$ cat src/rtl/video_scale_pkg.sv
// Shared constants, state encoding and trim/divisor helpers
// for the zoom-controlled video down-scaler.
package video_scale_pkg;

    localparam int VIN_XRES    = 1920;
    localparam int VIN_YRES    = 1080;
    localparam int VOUT_XRES   = 960;
    localparam int VOUT_YRES   = 540;
    localparam int STEP_X      = 32;
    localparam int STEP_Y      = 18;
    localparam int LEVEL_MAX   = 20;
    localparam int AUTO_FRAMES = 60;
    localparam int FRAC_W      = 16;
    localparam int LVL_W       = 5;

    localparam logic [31:0] SCALE_RST = 32'h0002_0001;
    localparam logic [31:0] DVD_X     = 32'(VIN_XRES << FRAC_W);
    localparam logic [31:0] DVD_Y     = 32'(VIN_YRES << FRAC_W);

    typedef enum logic [2:0] {
        IDLE,
        DIV_W,
        DIV_H,
        WAIT_VS,
        COMMIT
    } state_t;

    function automatic logic [9:0] trim_x(input logic [LVL_W-1:0] lvl);
        return 10'(int'(lvl) * STEP_X);
    endfunction

    function automatic logic [9:0] trim_y(input logic [LVL_W-1:0] lvl);
        return 10'(int'(lvl) * STEP_Y);
    endfunction

    function automatic logic [9:0] dsr_x(input logic [LVL_W-1:0] lvl);
        return 10'(VOUT_XRES - int'(lvl) * STEP_X);
    endfunction

    function automatic logic [9:0] dsr_y(input logic [LVL_W-1:0] lvl);
        return 10'(VOUT_YRES - int'(lvl) * STEP_Y);
    endfunction

endpackage

$ cat src/rtl/scale_div_seq.sv
// Restoring divider: 32-bit dividend / 10-bit divisor,
// one quotient bit per cycle, done pulses after 32 steps.
module scale_div_seq
    import video_scale_pkg::*;
(
    input  logic        clk,
    input  logic        rst_n,
    input  logic        i_start,
    input  logic [31:0] i_dividend,
    input  logic [9:0]  i_divisor,
    output logic        o_done,
    output logic [31:0] o_quot
);

    logic [31:0] r_dvd;
    logic [10:0] r_rem;
    logic [9:0]  r_div;
    logic [5:0]  r_cnt;
    logic        r_done;

    logic [11:0] w_trial;
    logic [10:0] w_diff;
    logic        w_ge;
    logic [10:0] w_rem_nx;

    assign w_trial  = {r_rem, r_dvd[31]};
    assign w_diff   = w_trial[10:0] - {1'b0, r_div};
    assign w_ge     = w_trial >= {2'b00, r_div};
    assign w_rem_nx = w_ge ? w_diff : w_trial[10:0];

    // Shift one dividend bit into the remainder per cycle;
    // quotient bits fill r_dvd from the bottom.
    always_ff @(posedge clk or negedge rst_n) begin
        if (!rst_n) begin
            r_dvd  <= '0;
            r_rem  <= '0;
            r_div  <= '0;
            r_cnt  <= '0;
            r_done <= 1'b0;
        end else if (i_start) begin
            r_dvd  <= i_dividend;
            r_rem  <= '0;
            r_div  <= i_divisor;
            r_cnt  <= 6'd32;
            r_done <= 1'b0;
        end else if (r_cnt != '0) begin
            r_rem  <= w_rem_nx;
            r_dvd  <= {r_dvd[30:0], w_ge};
            r_cnt  <= r_cnt - 6'd1;
            r_done <= (r_cnt == 6'd1);
        end else begin
            r_done <= 1'b0;
        end
    end

    assign o_done = r_done;
    assign o_quot = r_dvd;

endmodule

$ cat src/rtl/video_scale_ctrl.sv
// Zoom controller: key pulses -> level, trims and 16.16 factors,
// committed atomically on vsync. Option: VIDEO_SCALE_AUTO_ZOOM_EN.
module video_scale_ctrl
    import video_scale_pkg::*;
(
    input  logic        pixclk_in,
    input  logic        rst_n,
    input  logic        vs_in,
    input  logic        zoom_in_req,
    input  logic        zoom_out_req,
    output logic [9:0]  cnt_x,
    output logic [9:0]  cnt_y,
    output logic [31:0] scaler_width,
    output logic [31:0] scaler_height,
    output logic        cfg_update,
    output logic        busy
);

    state_t             r_state;
    state_t             w_state_nx;
    logic               r_vs_d;
    logic [LVL_W-1:0]   r_level;
    logic [LVL_W-1:0]   r_next_level;
    logic [31:0]        r_shadow_w;
    logic [31:0]        r_shadow_h;
    logic [9:0]         r_cnt_x;
    logic [9:0]         r_cnt_y;
    logic [31:0]        r_scale_w;
    logic [31:0]        r_scale_h;
    logic               r_pend_v;
    logic               r_pend_up;

    logic               w_vs_rise;
    logic               w_ext;
    logic               w_auto_up;
    logic               w_auto_dn;
    logic               w_req_up;
    logic               w_req_dn;
    logic               w_req_any;
    logic               w_cand_v;
    logic               w_cand_up;
    logic               w_ok;
    logic [LVL_W-1:0]   w_tgt;
    logic               w_launch;
    logic               w_div_start;
    logic [31:0]        w_div_dvd;
    logic [9:0]         w_div_dsr;
    logic               w_div_done;
    logic [31:0]        w_div_q;

    assign w_vs_rise = vs_in & ~r_vs_d;
    assign w_ext     = zoom_in_req | zoom_out_req;

`ifdef VIDEO_SCALE_AUTO_ZOOM_EN
    logic [5:0] r_frm_cnt;
    logic       r_auto_up;
    logic       w_auto_fire;
    logic       w_auto_dir;

    assign w_auto_fire = w_vs_rise & ~w_ext &
                         (r_frm_cnt == 6'(AUTO_FRAMES - 1));
    assign w_auto_dir  = r_auto_up ?
                         (r_level != LVL_W'(LEVEL_MAX)) :
                         (r_level == '0);
    assign w_auto_up   = w_auto_fire & w_auto_dir;
    assign w_auto_dn   = w_auto_fire & ~w_auto_dir;

    // Frame counter and ping-pong direction for automatic zoom
    always_ff @(posedge pixclk_in or negedge rst_n) begin
        if (!rst_n) begin
            r_frm_cnt <= '0;
            r_auto_up <= 1'b1;
        end else if (w_ext) begin
            r_frm_cnt <= '0;
        end else if (w_vs_rise) begin
            if (w_auto_fire) begin
                r_frm_cnt <= '0;
                r_auto_up <= w_auto_dir;
            end else begin
                r_frm_cnt <= r_frm_cnt + 6'd1;
            end
        end
    end
`else
    assign w_auto_up = 1'b0;
    assign w_auto_dn = 1'b0;
`endif

    assign w_req_up  = (zoom_in_req & ~zoom_out_req) | w_auto_up;
    assign w_req_dn  = (zoom_out_req & ~zoom_in_req) | w_auto_dn;
    assign w_req_any = w_req_up | w_req_dn;

    // A fresh request takes priority over the pending slot
    assign w_cand_v  = w_req_any | ((r_state == COMMIT) & r_pend_v);
    assign w_cand_up = w_req_any ? w_req_up : r_pend_up;
    assign w_ok      = w_cand_v & (w_cand_up ?
                       (r_level < LVL_W'(LEVEL_MAX)) :
                       (r_level != '0));
    assign w_tgt     = w_cand_up ? r_level + 1'b1 : r_level - 1'b1;

    // Next-state and divider launch decode
    always_comb begin
        w_state_nx  = r_state;
        w_launch    = 1'b0;
        w_div_start = 1'b0;
        w_div_dvd   = DVD_X;
        w_div_dsr   = dsr_x(w_tgt);
        unique case (r_state)
            IDLE, COMMIT: begin
                w_state_nx = IDLE;
                if (w_ok) begin
                    w_launch    = 1'b1;
                    w_div_start = 1'b1;
                    w_state_nx  = DIV_W;
                end
            end
            DIV_W: begin
                w_div_dvd = DVD_Y;
                w_div_dsr = dsr_y(r_next_level);
                if (w_div_done) begin
                    w_div_start = 1'b1;
                    w_state_nx  = DIV_H;
                end
            end
            DIV_H: begin
                if (w_div_done) w_state_nx = WAIT_VS;
            end
            WAIT_VS: begin
                if (w_vs_rise) w_state_nx = COMMIT;
            end
            default: w_state_nx = IDLE;
        endcase
    end

    // State, shadow, pending and committed output registers
    always_ff @(posedge pixclk_in or negedge rst_n) begin
        if (!rst_n) begin
            r_state      <= IDLE;
            r_vs_d       <= 1'b0;
            r_level      <= '0;
            r_next_level <= '0;
            r_shadow_w   <= SCALE_RST;
            r_shadow_h   <= SCALE_RST;
            r_cnt_x      <= '0;
            r_cnt_y      <= '0;
            r_scale_w    <= SCALE_RST;
            r_scale_h    <= SCALE_RST;
            r_pend_v     <= 1'b0;
            r_pend_up    <= 1'b0;
        end else begin
            r_state <= w_state_nx;
            r_vs_d  <= vs_in;
            if (w_launch) r_next_level <= w_tgt;
            if (r_state == DIV_W && w_div_done)
                r_shadow_w <= w_div_q + 32'd1;
            if (r_state == DIV_H && w_div_done)
                r_shadow_h <= w_div_q + 32'd1;
            if (r_state == WAIT_VS && w_vs_rise) begin
                r_level   <= r_next_level;
                r_cnt_x   <= trim_x(r_next_level);
                r_cnt_y   <= trim_y(r_next_level);
                r_scale_w <= r_shadow_w;
                r_scale_h <= r_shadow_h;
            end
            if (r_state == COMMIT) begin
                r_pend_v <= 1'b0;
            end else if (r_state != IDLE && w_req_any) begin
                r_pend_v  <= 1'b1;
                r_pend_up <= w_req_up;
            end
        end
    end

    scale_div_seq u_div (
        .clk        (pixclk_in),
        .rst_n      (rst_n),
        .i_start    (w_div_start),
        .i_dividend (w_div_dvd),
        .i_divisor  (w_div_dsr),
        .o_done     (w_div_done),
        .o_quot     (w_div_q)
    );

    assign cnt_x         = r_cnt_x;
    assign cnt_y         = r_cnt_y;
    assign scaler_width  = r_scale_w;
    assign scaler_height = r_scale_h;
    assign cfg_update    = (r_state == COMMIT);
    assign busy          = (r_state != IDLE);

endmodule

$ cat config.mk
export PLATFORM = sky130hd
export DESIGN_NAME = video_scale_ctrl
export DESIGN_NICKNAME = d
export VERILOG_FILES = /design/src/rtl/video_scale_pkg.sv /design/src/rtl/scale_div_seq.sv /design/src/rtl/video_scale_ctrl.sv
export SDC_FILE = /design/constraint.sdc
export NUM_CORES = 1
export LEC_CHECK = 0
export CAP_MARGIN = 25
export CORE_MARGIN = 4
export CORE_UTILIZATION = 35
export CTS_CLUSTER_SIZE = 14
export DETAILED_ROUTE_END_ITERATION = 6
export RECOVER_POWER = 25
export SETUP_SLACK_MARGIN = 0.2
export SLEW_MARGIN = 25
export SYNTH_ARGS = -nofsm -noshare
export SYNTH_HDL_FRONTEND = slang
export SYNTH_SLANG_ARGS = --single-unit
$ cat constraint.sdc
create_clock -name pixclk_in -period 4.9 [get_ports pixclk_in]
set_input_delay 0.98 -clock pixclk_in [delete_from_list [all_inputs] [get_ports pixclk_in]]
set_output_delay 0.98 -clock pixclk_in [all_outputs]
set_load 0.01 [all_outputs]
# Word-level counts from Yosys, hierarchy flattened
# Index checks and enable logic that the tools add are counted.
[word_totals]
elab_cells = 83
out_inout_bits = 86
inputBits = 5
reg_bits = 213
[op_classes]
muxes = 25
eq_ne = 8
addsub = 7
order_cmp = 2
reduce_logical = 13
n_mul = 1
bitwise = 11
[op_table]
columns = ["op", "count"]
rows = [
  ["two-way mux 32 bit", 2],
  ["two-way mux 11 bit", 3],
  ["adder 32 x 1 -> 32 bit, second input constant", 1],
  ["two-way mux 26 bit", 1],
  ["subtractor 10 bit, first input constant", 2],
  ["greater-or-equal comparator 12 x 10 -> 1 bit", 1],
  ["two-way mux 6 bit", 2],
  ["one-hot mux 3 bit (4 select lines)", 1],
  ["subtractor 11 x 10 -> 11 bit", 1],
  ["two-way mux 1 bit", 10],
  ["two-way mux 10 bit", 1],
  ["multiplier 5 x 4 -> 9 bit, second input constant", 1],
  ["two-way mux 3 bit", 3],
  ["== test 3 x 2 -> 1 bit, second input constant", 2],
  ["== test 6 x 1 -> 1 bit, second input constant", 1],
  ["nonzero test 6 bit", 1],
  ["subtractor 6 x 1 -> 6 bit, second input constant", 1],
  ["adder 5 x 1 -> 5 bit, second input constant", 1],
  ["bitwise AND 1 bit", 5],
  ["< comparator 5 bit, second input constant", 1],
  ["two-way mux 5 bit", 1],
  ["nonzero test 5 bit", 1],
  ["subtractor 5 x 1 -> 5 bit, second input constant", 1],
  ["logical AND 1 bit", 4],
  ["other kinds (13)", 19],
]

# Logic depth before layout (Yosys ltp)
# Gate-level depths: netlist (run 1).
[depth]
depth_word = 9
depth_mapped = 12
mapped_depth_nobuf = 11

# Modules after synthesis
# From an unflattened synthesis (run 1), not the netlist that was laid out.
[unflattened]
hier_cells = 939
area_unflattened_um2 = 10233.6
[modules_own_cells]
columns = ["mod", "seq_area_each_um2", "cells_per_inst", "instances", "area_each_um2"]
rows = [
  ["video_scale_ctrl", 3763.6, 602, 1, 6862.8],
  ["scale_div_seq", 1501.4, 337, 1, 3370.7],
]

# Worst setup path before layout (run 1)
# No wires, ideal clock.
[synth_path]
path_kind = "in2reg"
startpoint = "in zoom_out_req"
endpoint = "reg u_div.r_div[9]"
required_ns = 4.758
path_stages = 12
path_slack_ns = 1.623
setup_ns = 0.142
path_buffers = 1
arrival_ns = 3.135
cell_sequence = "inv_1 > ha_1 > buf_2 > mux2i_2 > xor2_1 > ha_1 > a21oi_1 > nor3_1 > a311oi_1 > xor2_1 > xor2_1 > o221ai_1"
[synth_between]
elab_chain_cells = 8
word_cells_on_any_way = 13
cone_classes = "add/sub (1); mux (6); bitwise (6)"
[synth_lines]
columns = ["element", "line", "text"]
rows = [
  ["start: declaration", "video_scale_ctrl.sv:10", "input logic zoom_out_req,"],
  ["parallel branches: the longest is 8 deep, another holds subtractor 10 bit", "-", ""],
  ["end signal: assignment", "scale_div_seq.sv:43", "r_div <= i_divisor;"],
  ["end: declaration", "scale_div_seq.sv:17", "logic [9:0] r_div;"],
]
# Several ways; the timed one is not identified.
# A chain may end at the register's enable or synchronous reset.

# Worst setup path after layout (run 1)
[layout_path]
startpoint = "in zoom_out_req"
endpoint = "reg u_div.r_cnt[1]"
[layout_between]
elab_chain_cells = 9
word_cells_on_any_way = 12
cone_classes = "mux (5); bitwise (6); reduce/logical (1)"
[layout_lines]
columns = ["element", "line", "text"]
rows = [
  ["NOT 1 bit", "video_scale_ctrl.sv:89", "assign w_req_up = (zoom_in_req & ~zoom_out_req) | w_auto_up;"],
  ["bitwise AND 1 bit", "video_scale_ctrl.sv:89", ""],
  ["OR 1 bit", "video_scale_ctrl.sv:91", "assign w_req_any = w_req_up | w_req_dn;"],
  ["two-way mux 1 bit", "video_scale_ctrl.sv:95", "assign w_cand_up = w_req_any ? w_req_up : r_pend_up;"],
  ["two-way mux 1 bit", "video_scale_ctrl.sv:96", "assign w_ok = w_cand_v & (w_cand_up ?"],
  ["bitwise AND 1 bit *", "video_scale_ctrl.sv:96", ""],
  ["two-way mux 1 bit *", "video_scale_ctrl.sv:111", "if (w_ok) begin"],
  ["one-hot mux 1 bit (2 select lines) *", "video_scale_ctrl.sv:108", "unique case (r_state)"],
  ["two-way mux 6 bit / nonzero test 2 bit (equally long branches)", "-", ""],
  ["end signal: assignment", "scale_div_seq.sv:49", "r_cnt <= r_cnt - 6'd1;"],
  ["end: declaration", "scale_div_seq.sv:18", "logic [5:0] r_cnt;"],
]
# Every way passes the cells marked *; elsewhere a longest branch is shown, timed or not.

==> impl_results.md, run 1 <==
* Final Critical Period at around 3800 ps
* Sequential share of the synthesized area at 0.5457
* Number of enable flip-flop cells after synthesis at 0
* Launching element type of the critical path: primary input
* Std-Cell Rows at 60
* Final WS setup at about 1100 ps
* Width of the die at 173.6 µm
* Master cell of the clock root buffer: clkbuf_16
* Initial core utilization at 0.3563
* Post-placement worst setup slack at 505.3 ps
* # diodes at 0
* Die Span Y at approximately 170 µm
* Area fraction of the dominant cell type after synthesis at 0.5238
* Worst path arrival time at approximately 4200 ps
* Global-route congestion overflow total at 0
* Netlist area before placement at between 0.009 and 0.01 mm²
* Clock transition at path regs at around 60 ps
* PwrDens at approximately 570 mW/mm²
* Kind of critical path: in2reg
* Kind of capture point of the worst setup path: flop
* Synthesized area divided by synthesized cell count at roughly 10 µm²
* Non-Filler Cell Area, Final at approximately 0.011 mm²
* Count of hold-fix buffers inserted at cts at 0
* Insertion delay of the later-clocked pin in the worst-skew pair at 510 ps
* Final setup TNS at 0 ps
* Number of buffers on the longest clock path at 3
* Aggregate routed wire length at around 20000 µm
* Type of the tightest min-delay check: reg2reg
* Final estimated routing congestion in global placement at between 0.7 and 0.8
* Post-synthesis simple-gate area fraction at 0.1367
* CP Data Required Time at ~5300 ps
* Vias at about 6.6k
* CTS tree: done
* Post-route clock skew at between 10 and 15 ps
* Net count, final at approximately 1.0k
* Worst Max-Slew Pin Slew at just under 3000 ps
* Lkg Pwr at 5.076 nW
* RSZ-0062 raised after global routing: false
* FFs w/ async S/R, synth at 1.000
* Final-report setup violation count at 0
* Main combinational cell family by area after synthesis: simple AND/OR/NAND/NOR gates
* Pins Over Slew Limit at roughly 110
* Count of routing violations after the opening detailed-route iteration at between 300 and 400
* Final HPWL DP at 12930 µm
* Worst VDD drop at roughly 0.25 mV
* Routed vias/inst at about 5
* Worst-case register-to-register setup slack at around 2200 ps
* Buffer count from post-CTS setup fixing at 0
* Most used standard cells in the synthesized netlist: dfrtp_1 (201), nand2_1 (137), mux2_2 (76), nor2_1 (73), a21oi_1 (71)
* Area contributors post-synth: dfrtp_1 (52%), mux2_2 (8.9%), nand2_1 (5.4%)
* Post-route DRC at 0
* Max Clock Freq at between 200 and 300 MHz
* Initial DRT Pass Iterations at 6
* Die area at between 0.03 and 0.04 mm²
* Via count of the first global-routing pass at about 6.6k
* Most numerous cell in the Yosys netlist: dfrtp_1
* Placed inst area at between 0.01 and 0.015 mm²
* Initial antenna violation count at 0
* Ports at 91
* Count of buffers from port buffering at 84
* Violated checks: capacitance limit, slew limit
* Unique masters post-synth at 52
* Pin count of the biggest net entering global routing at approximately 120
* YS warnings at 0
* Largest fanout of any net on the critical path at 22
* Inserted Clock Buffers at 23
* Core outline area at approximately 0.027 mm²
* Compound-cell area share of the yosys netlist at 0.08964
* Routed wire length per instance at 14.77 µm
* Post-synthesis share of cell area spent on xor and xnor gates at 0.05107
* # H-tree levels at 1
* Count of state elements after synthesis at 209
* Slew Limit Headroom at -0.9278
* Hold violation total from the final report at 0
* Post-CTS Resized at 0
* Reported max-cap violation count at 1
* Most frequently used flop master after synthesis: dfrtp_1
* Number of instances in the synthesized netlist at roughly 920
* Post-synthesis mux area share at 0.1051
* Number of nets with antenna violations after detailed routing at 0
* Global-route wire length before repair at between 30000 and 40000 µm
* Post-route fraction of the period consumed by the critical path at 0.7809
* Layout cells sized above 1 at 0.1407
* Adder and majority cell fraction of the synthesized area at 0.03283
* Layout Area Growth over Synthesis at 19.41%
* Status: finished with violations
* Dominant cell type by area after synthesis: dfrtp_1
* Number of sinks on the clock net at around 210
* Overall routing resource usage at 0.1314
[report_power, final]
group | total (mW) | switching [mW] | internal, mW
Combinational | 2.30 | 1.22 | 1.08
Sequential | 2.61 | 0.437 | 2.17
Clock | 1.67 | 0.667 | 0.998
Total | 6.57 | 2.32 | 4.25
[placed cells by master (no fill, tap or decap), types with 25 or more instances in the layout]
master,count
clkdlybuf4s50_1,82
nand2_1,137
a21oi_1,71
nor2_1,73
nand3_1,29
xor2_1,25
mux2_2,76
inv_1,26
dfrtp_1,201
o21ai_0,55
xnor2_1,31
[worst paths after layout]
| check | startpoint | endpoint | depth (start not counted) |
|---|---|---|---|
| setup / recovery | zoom_out_req | u_div.r_cnt[1] | 9 |
| hold / removal | r_shadow_h[0] | r_shadow_h[0] | 2 |
| setup reg to reg | u_div.r_div[2] | u_div.r_rem[3] | 9 |
| hold reg to reg | r_shadow_h[0] | r_shadow_h[0] | 2 |
| max in group asynchronous | rst_n | cnt_y[8] | 1 |
| min in group asynchronous | rst_n | r_shadow_h[16] | 1 |
[per-stage QoR]
stage,instances,power [mW],hold slack (ps),util
5_1_grt,1336,7.090,490.6,0.4255
2_1_floorplan,923,4.253,440.1,-
3_5_place_dp,1298,4.946,457.2,0.3984
6_report,1336,6.573,465.2,0.4255
3_3_place_gp,1298,4.895,454.2,0.3984
4_1_cts,1336,6.671,467.8,0.4255
[layout make-up]
type                    instances  area [µm²]
repair buffers                 94       923.4
fillers                      2553       15480
clock inverters                 6       61.31
clock buffers                  32       669.4
inverters                      26       97.59
flip-flops and latches        209        5240
well taps                     341       426.7
multi-input cells             628        4049
[worst max-delay path: stages]
cell,delay [ps]
clkdlybuf4s50_1,450
inv_1,50
ha_1,450
mux2i_2,460
nand3_1,120
o211ai_1,390
nand2_1,670
buf_4,430
a211oi_1,210
[flip-flops by register name, summed over array words and instances (netlist names)]
name and flops:
r_shadow_h 32, r_next_level 5, r_shadow_w 32, r_state 3
u_div.r_rem 11, r_pend_up 1, r_vs_d 1, cnt_y 9
r_pend_v 1, u_div.r_div 9, scaler_height 32, u_div.o_quot 32
u_div.r_cnt 6, scaler_width 32, u_div.o_done 1, cnt_x 2
[kinds of logic (layout without fill, tap and decap cells)]
kind of cell / Yosys count / count (layout)
adder cells (fa/ha/maj): 24 / 24
multiplexers: 91 / 91
AND/OR/NAND/NOR: 295 / 295
XOR/XNOR: 56 / 56
AO/OA/AOI/OAI: 156 / 156
flip-flops: 209 / 209
buffers and inverters: 86 / 158
other: 1 / 6
[layer usage]
layer,part of all wire,GRT usage
met5,0,0
met3,0.036,0.01919
met2,0.47,0.2180
met4,0.017,0.03266
met1,0.47,0.1827
No activity file was read; power rests on OpenSTA's default activity.
==> run 2, diff against run 1 <==
==> constraint.sdc (replaced) <==
create_clock -name pixclk_in -period 3.9 [get_ports pixclk_in]
set_input_delay 0.78 -clock pixclk_in [delete_from_list [all_inputs] [get_ports pixclk_in]]
set_output_delay 0.78 -clock pixclk_in [all_outputs]
set_load 0.01 [all_outputs]
==> run 2 against run 1 <==
  * The flow still finishes with violations (capacitance limit, slew limit)
  * Register-to-register slack worse by 1100 ps
  * Clock power up 35%
  * Worst setup slack worse by 170 ps
  * Non-clock buffer count up 7
  * Via count down 0.70%
  * Cell area up 0.88%
  * Routed wire length up 0.54%
  * Sequential power up 26%
  * Count of clock-buffer cells in the layout down 1
  * Combinational power up 27%
  * Clock skew down 1.8 ps
  * Global-route usage down 0.079 points
==> impl_results.md, run 2 (synthesis gave the netlist of run 1 again) <==
* Status: finished with violations (unchanged)
* Violated checks: capacitance limit, slew limit (unchanged)
* Pins Over Slew Limit at 84 (was 114)
* Library cell appearing most often on the critical path: xor2_1
* Final HPWL DP at 13370 µm (was 12930 µm)
* Overall routing resource usage at 0.1306 (was 0.1314)
* Cell internal pwr at 5.506 mW (was 4.249 mW)
* Global-route wire length before repair at 33690 µm (was 34030 µm)
* Final design utilization at 0.4292 (was 0.4255)
* Initial antenna violation count at 0 (unchanged)
* Ports at 91 (unchanged)
* Non-Filler Cell Area, Final at 0.01157 mm² (was 0.01147 mm²)
* Count of placed standard cells in the final layout, fillers left out at 1345 (was 1336)
* Initial core utilization at 0.3563 (unchanged)
* Portion of total power attributed to combinational logic at 0.345 (was 0.349)
* Filler Cell Count at 2521 (was 2553)
* Hold violation total from the final report at 0 (unchanged)
* Clock transition at path regs at 60 ps (about the same)
* Kind of capture point of the worst setup path: flop (unchanged)
* Initial DRT Pass Iterations at 4 (was 6)
* Post-CTS Resized at 0 (unchanged)
* Final setup TNS at 0 ps (unchanged)
* Buffer count from post-CTS setup fixing at 0 (unchanged)
* Area of combinational cells with multiple inputs at 0.004041 mm² (was 0.004049 mm²)
* Std-Cell Rows at 60 (unchanged)
* Kind of critical path: in2reg (unchanged)
* Post-placement worst setup slack at 409.3 ps (was 505.3 ps)
* Layout cells sized above 1 at 0.1464 (was 0.1407)
* Worst Max-Slew Pin Slew at 1992 ps (was 2892 ps)
* Final estimated routing congestion in global placement at 0.7917 (was 0.7335)
* Slew Limit Headroom at -0.3278 (was -0.9278)
* Most common library cell in the layout ignoring fill and taps: dfrtp_1 (unchanged)
* Number of nets with antenna violations after detailed routing at 0 (unchanged)
* Largest fanout of any net on the critical path at 3 (was 22)
* Total power after layout at 8.457 mW (was 6.573 mW)
* Post-route DRC at 0 (unchanged)
* Die area at 0.03015 mm² (unchanged)
* Net count, final at 1017 (was 1011)
* Aggregate routed wire length at 19850 µm (was 19740 µm)
* CTS tree: done (unchanged)
* Reg-to-Reg Start: u_div.r_div[2] (unchanged)
* Final WS setup at 899.2 ps (was 1073 ps)
* Die Span Y at 173.6 µm (unchanged)
* Worst path arrival time at 3350 ps (was 4230 ps)
* Final hold slack at 466.2 ps (was 465.2 ps)
* CP Data Required Time at 4250 ps (was 5300 ps)
* Family of cells with the greatest summed delay on the critical path: compound AO/OA/AOI/OAI gates (was buffers and inverters)
* Placed instance count at 1305 (was 1298)
* Most frequent cells in the layout: dfrtp_1 (201), nand2_1 (137), clkdlybuf4s50_1 (82), mux2_2 (76), nor2_1 (73) (unchanged)
* Part of the power in the clock network at 0.267 (was 0.253)
* Launch point of the worst hold path: r_shadow_h[0] (unchanged)
* Final Critical Period at 3001 ps
* CP max stage delay at 450 ps (was 670 ps)
* Master cell of the clock root buffer: clkbuf_16 (unchanged)
* Pin count of the biggest net entering global routing at 84 (was 115)
* PwrDens at 731.0 mW/mm² (was 573.2 mW/mm²)
* Count of routing violations after the opening detailed-route iteration at 350 (was 339)
* Count of hold-fix buffers inserted at cts at 0 (unchanged)
* RSZ-0062 raised after global routing: false (unchanged)
* Critical Path, Cell by Cell: clkdlybuf4s50_1 > inv_1 > ha_1 > mux2i_2 > xor2_1 > ha_1 > a21oi_1 > nor3_1 > a311oi_1 > xor2_1 > xor2_1 > o221ai_1 (was clkdlybuf4s50_1 > inv_1 > ha_1 > mux2i_2 > nand3_1 > o211ai_1 > nand2_1 > buf_4 > a211oi_1)
* Count of buffers from port buffering at 84 (unchanged)
* Launching element type of the critical path: primary input (unchanged)
* Post-route clock skew at 12.34 ps (was 14.13 ps)
* Insertion delay of the later-clocked pin in the worst-skew pair at 500 ps (was 510 ps)
* Inserted Clock Buffers at 22 (was 23)
* Via count of the first global-routing pass at 6531 (was 6603)
* Routed vias/inst at 4.874 (was 4.941)
* Reported max-cap violation count at 1 (unchanged)
* # diodes at 0 (unchanged)
* Layout Area Growth over Synthesis at 20.47% (was 19.41%)
* Width of the die at 173.6 µm (unchanged)
* Placed inst area at 0.01080 mm² (was 0.01074 mm²)
* # H-tree levels at 1 (unchanged)
* FF+latch area at 0.005240 mm² (unchanged)
* Final-report setup violation count at 0 (unchanged)
* Library cell contributing the largest single delay on the critical path: clkdlybuf4s50_1 (was nand2_1)
* Post-route fraction of the period consumed by the critical path at 0.7694
* Type of the tightest min-delay check: reg2reg (unchanged)
* Core outline area at 0.02695 mm² (unchanged)
* Vias at 6555 (was 6601)
* Share of total power in sequential cells at 0.388 (was 0.397)
* Lkg Pwr at 5.129 nW (was 5.076 nW)
* First element of the critical path: zoom_out_req (unchanged)
* Global-route congestion overflow total at 0 (unchanged)
* Worst-case register-to-register setup slack at 1110 ps (was 2160 ps)
* Max Clock Freq at 333.2 MHz
* Number of buffers on the longest clock path at 3 (unchanged)
* Routed wire length per instance at 14.75 µm (was 14.77 µm)
* Switching part of the total power at 0.3489 (was 0.3535)
* Number of sinks on the clock net at 209 (unchanged)
* Worst VDD drop at 0.3278 mV (was 0.2464 mV)
* Worst path buffer plus inverter count at 2 (was 3)
* Net switching power of the design at 2.951 mW (was 2.323 mW)
## run 2: cell types whose count changed in the layout (fill, tap and decap cells not counted), sizes merged
| cell | before | now |
|---|---|---|
| bufinv | 1 | 4 |
| clkinv | 3 | 4 |
| buf | 10 | 16 |
| inv | 27 | 26 |
## run 2: worst paths after layout
| path | depth (start not counted) | end |
|---|---|---|
| min in group asynchronous | 1 | r_shadow_h[14] |
| worst max register to register | 9 | u_div.r_rem[3] |
| max in group asynchronous | 2 | cnt_y[4] |
| worst min-delay path | 2 | r_shadow_h[0] |
| worst min register to register | 2 | r_shadow_h[0] |
| worst max-delay path | 12 | u_div.r_div[9] |
## run 2: power by group through the flow
stage               Sequential, mW  Clock, mW  Combinational, mW
CTS                           3.29       2.33               2.95
finish                        3.28       2.26               2.91
floorplan                     3.17          0               2.18
global route                  3.38       2.42               3.29
detailed placement            3.32          0               2.94
global placement              3.31          0               2.88
## run 2: layout make-up
class / count / area share
clock inverter: 9 / 0.01309
tap: 341 / 0.03688
sequential: 209 / 0.4530
timing repair buffer: 101 / 0.08436
inverter: 26 / 0.008436
multi-input combinational: 628 / 0.3493
clock buffer: 31 / 0.05494
## run 2: layer usage
| layer | track usage | vias to the layer above | part of all wire |
|---|---|---|---|
| met5 | 0 | - | 0 |
| met4 | 0.03530 | 0 | 0.021 |
| met3 | 0.01832 | 29 | 0.036 |
| met2 | 0.2165 | 99 | 0.47 |
| met1 | 0.1810 | 3182 | 0.47 |
| li1 | - | 3245 | - |
## run 2: worst register-to-register path, stage by stage, from the launching register on
cell and delay (ps):
dfrtp_1 380, inv_1 120, ha_1 260, nor2b_1 130, o21ai_0 360, a311oi_1 160
nor2_1 220, nand3_1 500, or3_1 530, nand3_1 80
